<file path="config.mk">
export PLATFORM = sky130hd
export DESIGN_NAME = qos_egress_drain
export DESIGN_NICKNAME = d
export VERILOG_FILES = /design/src/rtl/qos_egress_drain.sv
export SDC_FILE = /design/constraint.sdc
export NUM_CORES = 1
export LEC_CHECK = 0
export ABC_AREA = 1
export CAP_MARGIN = 20
export CELL_PAD_IN_SITES_DETAIL_PLACEMENT = 1
export CELL_PAD_IN_SITES_GLOBAL_PLACEMENT = 1
export CORE_MARGIN = 4
export CORE_UTILIZATION = 25
export DETAILED_ROUTE_END_ITERATION = 16
export GPL_ROUTABILITY_DRIVEN = 1
export PLACE_DENSITY = 0.73
export RECOVER_POWER = 25
export SYNTH_ARGS = -nofsm -noshare
export SYNTH_HDL_FRONTEND = slang
export SYNTH_SLANG_ARGS = --single-unit
</file>
<file path="constraint.sdc">
create_clock -name clk -period 2.3 [get_ports clk]
set_clock_uncertainty 0.1 [all_clocks]
set_input_delay 0.23 -clock clk [delete_from_list [all_inputs] [get_ports clk]]
set_output_delay 0.23 -clock clk [all_outputs]
set_load 0.05 [all_outputs]
</file>
<file path="src/rtl/qos_egress_drain.sv">
// Weighted round-robin drain of four egress FIFOs onto one registered valid/ready stream.
// States: ARB = idle, nothing held or in flight; WAIT = pop in flight, data arrives; HOLD = word presented.
module qos_egress_drain #(
  parameter int DATA_W   = 12,
  parameter int WEIGHT_W = 3
) (
  input  logic                clk,
  input  logic                reset,
  input  logic [3:0]          empty,
  input  logic [DATA_W-1:0]   fifo_dataout0,
  input  logic [DATA_W-1:0]   fifo_dataout1,
  input  logic [DATA_W-1:0]   fifo_dataout2,
  input  logic [DATA_W-1:0]   fifo_dataout3,
  input  logic [WEIGHT_W-1:0] weight0,
  input  logic [WEIGHT_W-1:0] weight1,
  input  logic [WEIGHT_W-1:0] weight2,
  input  logic [WEIGHT_W-1:0] weight3,
  output logic [3:0]          pop,
  output logic                out_valid,
  input  logic                out_ready,
  output logic [DATA_W-1:0]   out_data,
  output logic [1:0]          out_port,
  output logic [7:0]          word_count,
  output logic                busy
);

  typedef enum logic [1:0] {ARB, WAIT, HOLD} state_t;

  state_t              state, state_nxt;
  logic [1:0]          ptr, sel, grant_port;
  logic [WEIGHT_W-1:0] used;
  logic [WEIGHT_W-1:0] weight [4];
  logic [DATA_W-1:0]   data [4];
  logic [3:0]          eligible;
  logic                grant_valid, grant_stay, evaluate, do_grant;

  assign weight[0] = weight0;
  assign weight[1] = weight1;
  assign weight[2] = weight2;
  assign weight[3] = weight3;
  assign data[0]   = fifo_dataout0;
  assign data[1]   = fifo_dataout1;
  assign data[2]   = fifo_dataout2;
  assign data[3]   = fifo_dataout3;

  always_comb begin
    for (int i = 0; i < 4; i++) eligible[i] = !empty[i] && (weight[i] != '0);
  end

  // The search wraps back to ptr itself last, so a lone eligible port whose
  // quota is spent restarts its quota instead of starving.
  always_comb begin
    logic [1:0] cand;
    grant_valid = 1'b0;
    grant_stay  = 1'b0;
    grant_port  = ptr;
    cand        = ptr;
    if (eligible[ptr] && (used < weight[ptr])) begin
      grant_valid = 1'b1;
      grant_stay  = 1'b1;
    end else begin
      for (int k = 1; k <= 4; k++) begin
        cand = ptr + 2'(k);
        if (!grant_valid && eligible[cand]) begin
          grant_valid = 1'b1;
          grant_port  = cand;
        end
      end
    end
  end

  assign evaluate = (state == ARB) || ((state == HOLD) && out_ready);
  assign do_grant = reset && evaluate && grant_valid;
  assign busy     = (state != ARB);

  always_ff @(posedge clk) begin
    if (!reset) state <= ARB;
    else        state <= state_nxt;
  end

  always_comb begin
    state_nxt = state;
    pop       = 4'b0000;
    if (do_grant) pop[grant_port] = 1'b1;
    case (state)
      ARB:     if (do_grant) state_nxt = WAIT;
      WAIT:    state_nxt = HOLD;
      HOLD:    if (out_ready) state_nxt = do_grant ? WAIT : ARB;
      default: state_nxt = ARB;
    endcase
  end

  always_ff @(posedge clk) begin
    if (!reset) begin
      ptr        <= '0;
      used       <= '0;
      sel        <= '0;
      out_valid  <= 1'b0;
      out_data   <= '0;
      out_port   <= '0;
      word_count <= '0;
    end else begin
      if (do_grant) begin
        sel  <= grant_port;
        ptr  <= grant_port;
        used <= grant_stay ? used + 1'b1 : WEIGHT_W'(1);
      end
      if (state == WAIT) begin
        out_data  <= data[sel];
        out_port  <= sel;
        out_valid <= 1'b1;
      end else if ((state == HOLD) && out_ready) begin
        out_valid  <= 1'b0;
        word_count <= word_count + 8'd1;
      end
    end
  end

endmodule
</file>
==> impl_metrics.toml <==
[logic_synthesis]
synthCells = 283
ys.warnings.count = 0
synth_top_cell_by_area = "dfxtp_1"
synth_area_leaders = "dfxtp_1 (30%), nand2_1 (11%), nand3_1 (8.5%)"
synth_seq_cells = 30
syn_area_mm2 = 0.00200
synth-edff-count = 0
synth_fp_nets = 354
postSynth.asyncResetShare_pct = 0
synth_cell_types = 36
synth_area_per_cell_um2 = 7.08
synthFlopType = "dfxtp_1"
yosysTopAreaCellShare_pct = 30.0
yosysSeqAreaShare_pct = 30.0

[finish]
nets = 472
finalInstanceArea_mm2 = 0.00358
final_cells = 503
layout-drive-gt1-share_pct = 22.7
final_common_cell = "clkdlybuf4s50_1"
syn_to_final_growth_pct = 78.6
layout_common_cells = "clkdlybuf4s50_1 (90), nand2_1 (48), nand3_1 (32)"
antenna_cells = 0

[clocking]
cts.path.max_buffers = 2
clockRootBuffer = "clkbuf_8"
cts_tree = "yes"
holdBufCountCts = 0
cts_buffers = 5
htree_levels = 2
cts.clk_slew.worst_paths_ns = 0.06
cts_num_sinks = 30
clk_latency_ns = 0.27

[min_path]
holdCritPathClass = "reg2reg"
hold_start = "word_count[7]$_SDFFE_PN0P_"

[timing]
fin_ws_ns = -0.373
relSlewSlack_pct = 25.3
fin_crit_sh_pct = 116
fmax_mhz = 374
setup_violations = 4
hold_viol_final = 0
period_minus_slack_ns = 2.67
slew_viol_final = 0
hold_ws_ns = 0.367
tightest_slew_ns = 1.12
rsz0062_at_grt = "true"

[die]
design.core.area_mm2 = 0.00777
ios = 95
initial_core_util_pct = 25.8
rows = 32
die_area_mm2 = 0.00951
die_y_um = 97.5
die_w_um = 97.5

[route]
vias = 2439
drc = 0
drt_iter0_drc = 70
wirelength_mm = 7.80
routedWlPerCell_um = 15.5
first_pass_iters = 4
via_per_inst = 4.85
antenna_left = 0

[placement]
preCtsSetupSlack_ns = -0.296
gp_congestion = 0.793
dp_cells = 491
place_area_mm2 = 0.00331
portBuffers = 94
place_hpwl_mm = 6.26

[pwr]
leakagePower_nw = 1.46
power_switching_share_pct = 48.4
p_per_area_mw_per_mm2 = 1180
power_switching_mw = 2.05
irDropWorstVdd_mv = 0.426
totalPowerFinal_mw = 4.24
combPwrFrac_pct = 69.5
power.internal_mw = 2.19
p_seq_share_pct = 18.1
pwr-share-clk_pct = 12.5

[flow_run]
cap_viol_max_count = 0

[setup_path]
cp.required_ns = 1.97
critPathKind = "reg2out"
critPathSlowestCell = "dfxtp_4"
crit_chain = "buf_12, nand2_8, inv_4, buf_4, nor2_8, nand3_2, nand2_4, nand3_4, nor2_1, nor2_4, nand3_2, nand3_4, nor2_4, buf_12"
cp-end-kind = "output pin"
r2r_slack_ns = 0.16
critical_path.max_fanout = 5
start_kind = "flop"
max_stage_delay_ns = 0.36
r2r-start = "sel[0]$_SDFFE_PN0P_"
worstPathArrival_ns = 2.34
cp-startpoint = "sel[0]$_SDFFE_PN0P_"

[global_route]
grt_pass1_wl_mm = 12.6
grt_pass1_vias = 2487
grt_remaining_overflow = 0
grt_usage_pct = 16.0
antenna_found_initial = 0
grt_max_degree = 30

[run_status]
status = "complete, but fails checks"
violations = "setup timing"
==> power by group through the flow <==
stage | clock, mW | combinational, mW | sequential, mW
2_1_floorplan | 0 | 1.46 | 1.06
5_1_grt | 0.572 | 3.18 | 0.780
6_report | 0.528 | 2.95 | 0.766
3_3_place_gp | 0 | 2.63 | 0.754
3_5_place_dp | 0 | 2.71 | 0.759
4_1_cts | 0.552 | 2.80 | 0.759
==> flip-flops by register name, summed over array words and instances, names as in the netlist <==
register    flops
out_valid       1
state           2
sel             2
word_count      8
out_data       12
out_port        2
used            3
==> cell usage after synthesis, types with 2 or more instances <==
library cell	number
a21oi_1	14
nand2_2	3
clkbuf_1	10
nand2_4	2
nand2_1	57
inv_1	28
o21ai_0	18
a41oi_1	12
o21ai_1	4
nor3_1	4
nand4_1	3
ha_1	4
nand3_1	34
inv_2	5
a22oi_1	12
buf_6	3
nor2_1	14
nand3_4	2
dfxtp_1	30
nand3_2	6
nor2_8	2
a221oi_1	2
==> final timing paths <==
path / to / depth (start not counted)
worst min register to register: word_count[7]$_SDFFE_PN0P_ / 2
worst max-delay path: pop[3] / 14
worst max register to register: used[0]$_SDFFE_PN0P_ / 13
worst min-delay path: word_count[7]$_SDFFE_PN0P_ / 2
==> critical path: cells and delay by family (launching register included) <==
kind / cells / cell delay [ns]
flip-flops: 1 / 0.36
AND/OR/NAND/NOR: 10 / 1.22
buffers and inverters: 4 / 0.48
==> routing by layer <==
metal / vias to the layer above / GRT usage (%) / share of wire (%)
li1: 1209 / - / -
met1: 1173 / 20.1 / 45
met2: 53 / 28.5 / 51
met3: 4 / 2.73 / 3.6
met4: 0 / 3.62 / 0.77
met5: - / 0 / 0
==> cell type report <==
type                    instances  area, um^2
multi-input cells             203        1340
fillers                       964        4190
well taps                     102         128
repair buffers                126        1240
flip-flops and latches         30         608
clock buffers                   6        82.6
clock inverters                 1        30.0
inverters                      35         146
==> kinds of logic after synthesis <==
kind of cell,Yosys count,synth area share (%)
AOI/OAI and AO/OA,68,22.4
DFF,30,30.0
and+or+nand+nor,130,33.7
buffers and inverters,50,10.9
adders and majority gates,4,2.50
xor gates and xnor gates,1,0.437
==> what timing repair did <==
| item | CTS | global route |
|---|---|---|
| resized for setup | 9 | 16 |
| cloned | 0 | 1 |
| setup buffers | 4 | 0 |
| setup endpoints to repair | 4 | 6 |
| pin swaps | 6 | 14 |
==> through the flow <==
stage / util (%) / setup TNS [ns]
3_5_place_dp: 42.7 / -1.11
3_3_place_gp: 42.7 / -0.850
5_1_grt: 46.1 / -1.93
2_1_floorplan: - / -0.277
6_report: 46.1 / -1.35
4_1_cts: 45.0 / -1.38
No activity file was read; power rests on OpenSTA's default activity.
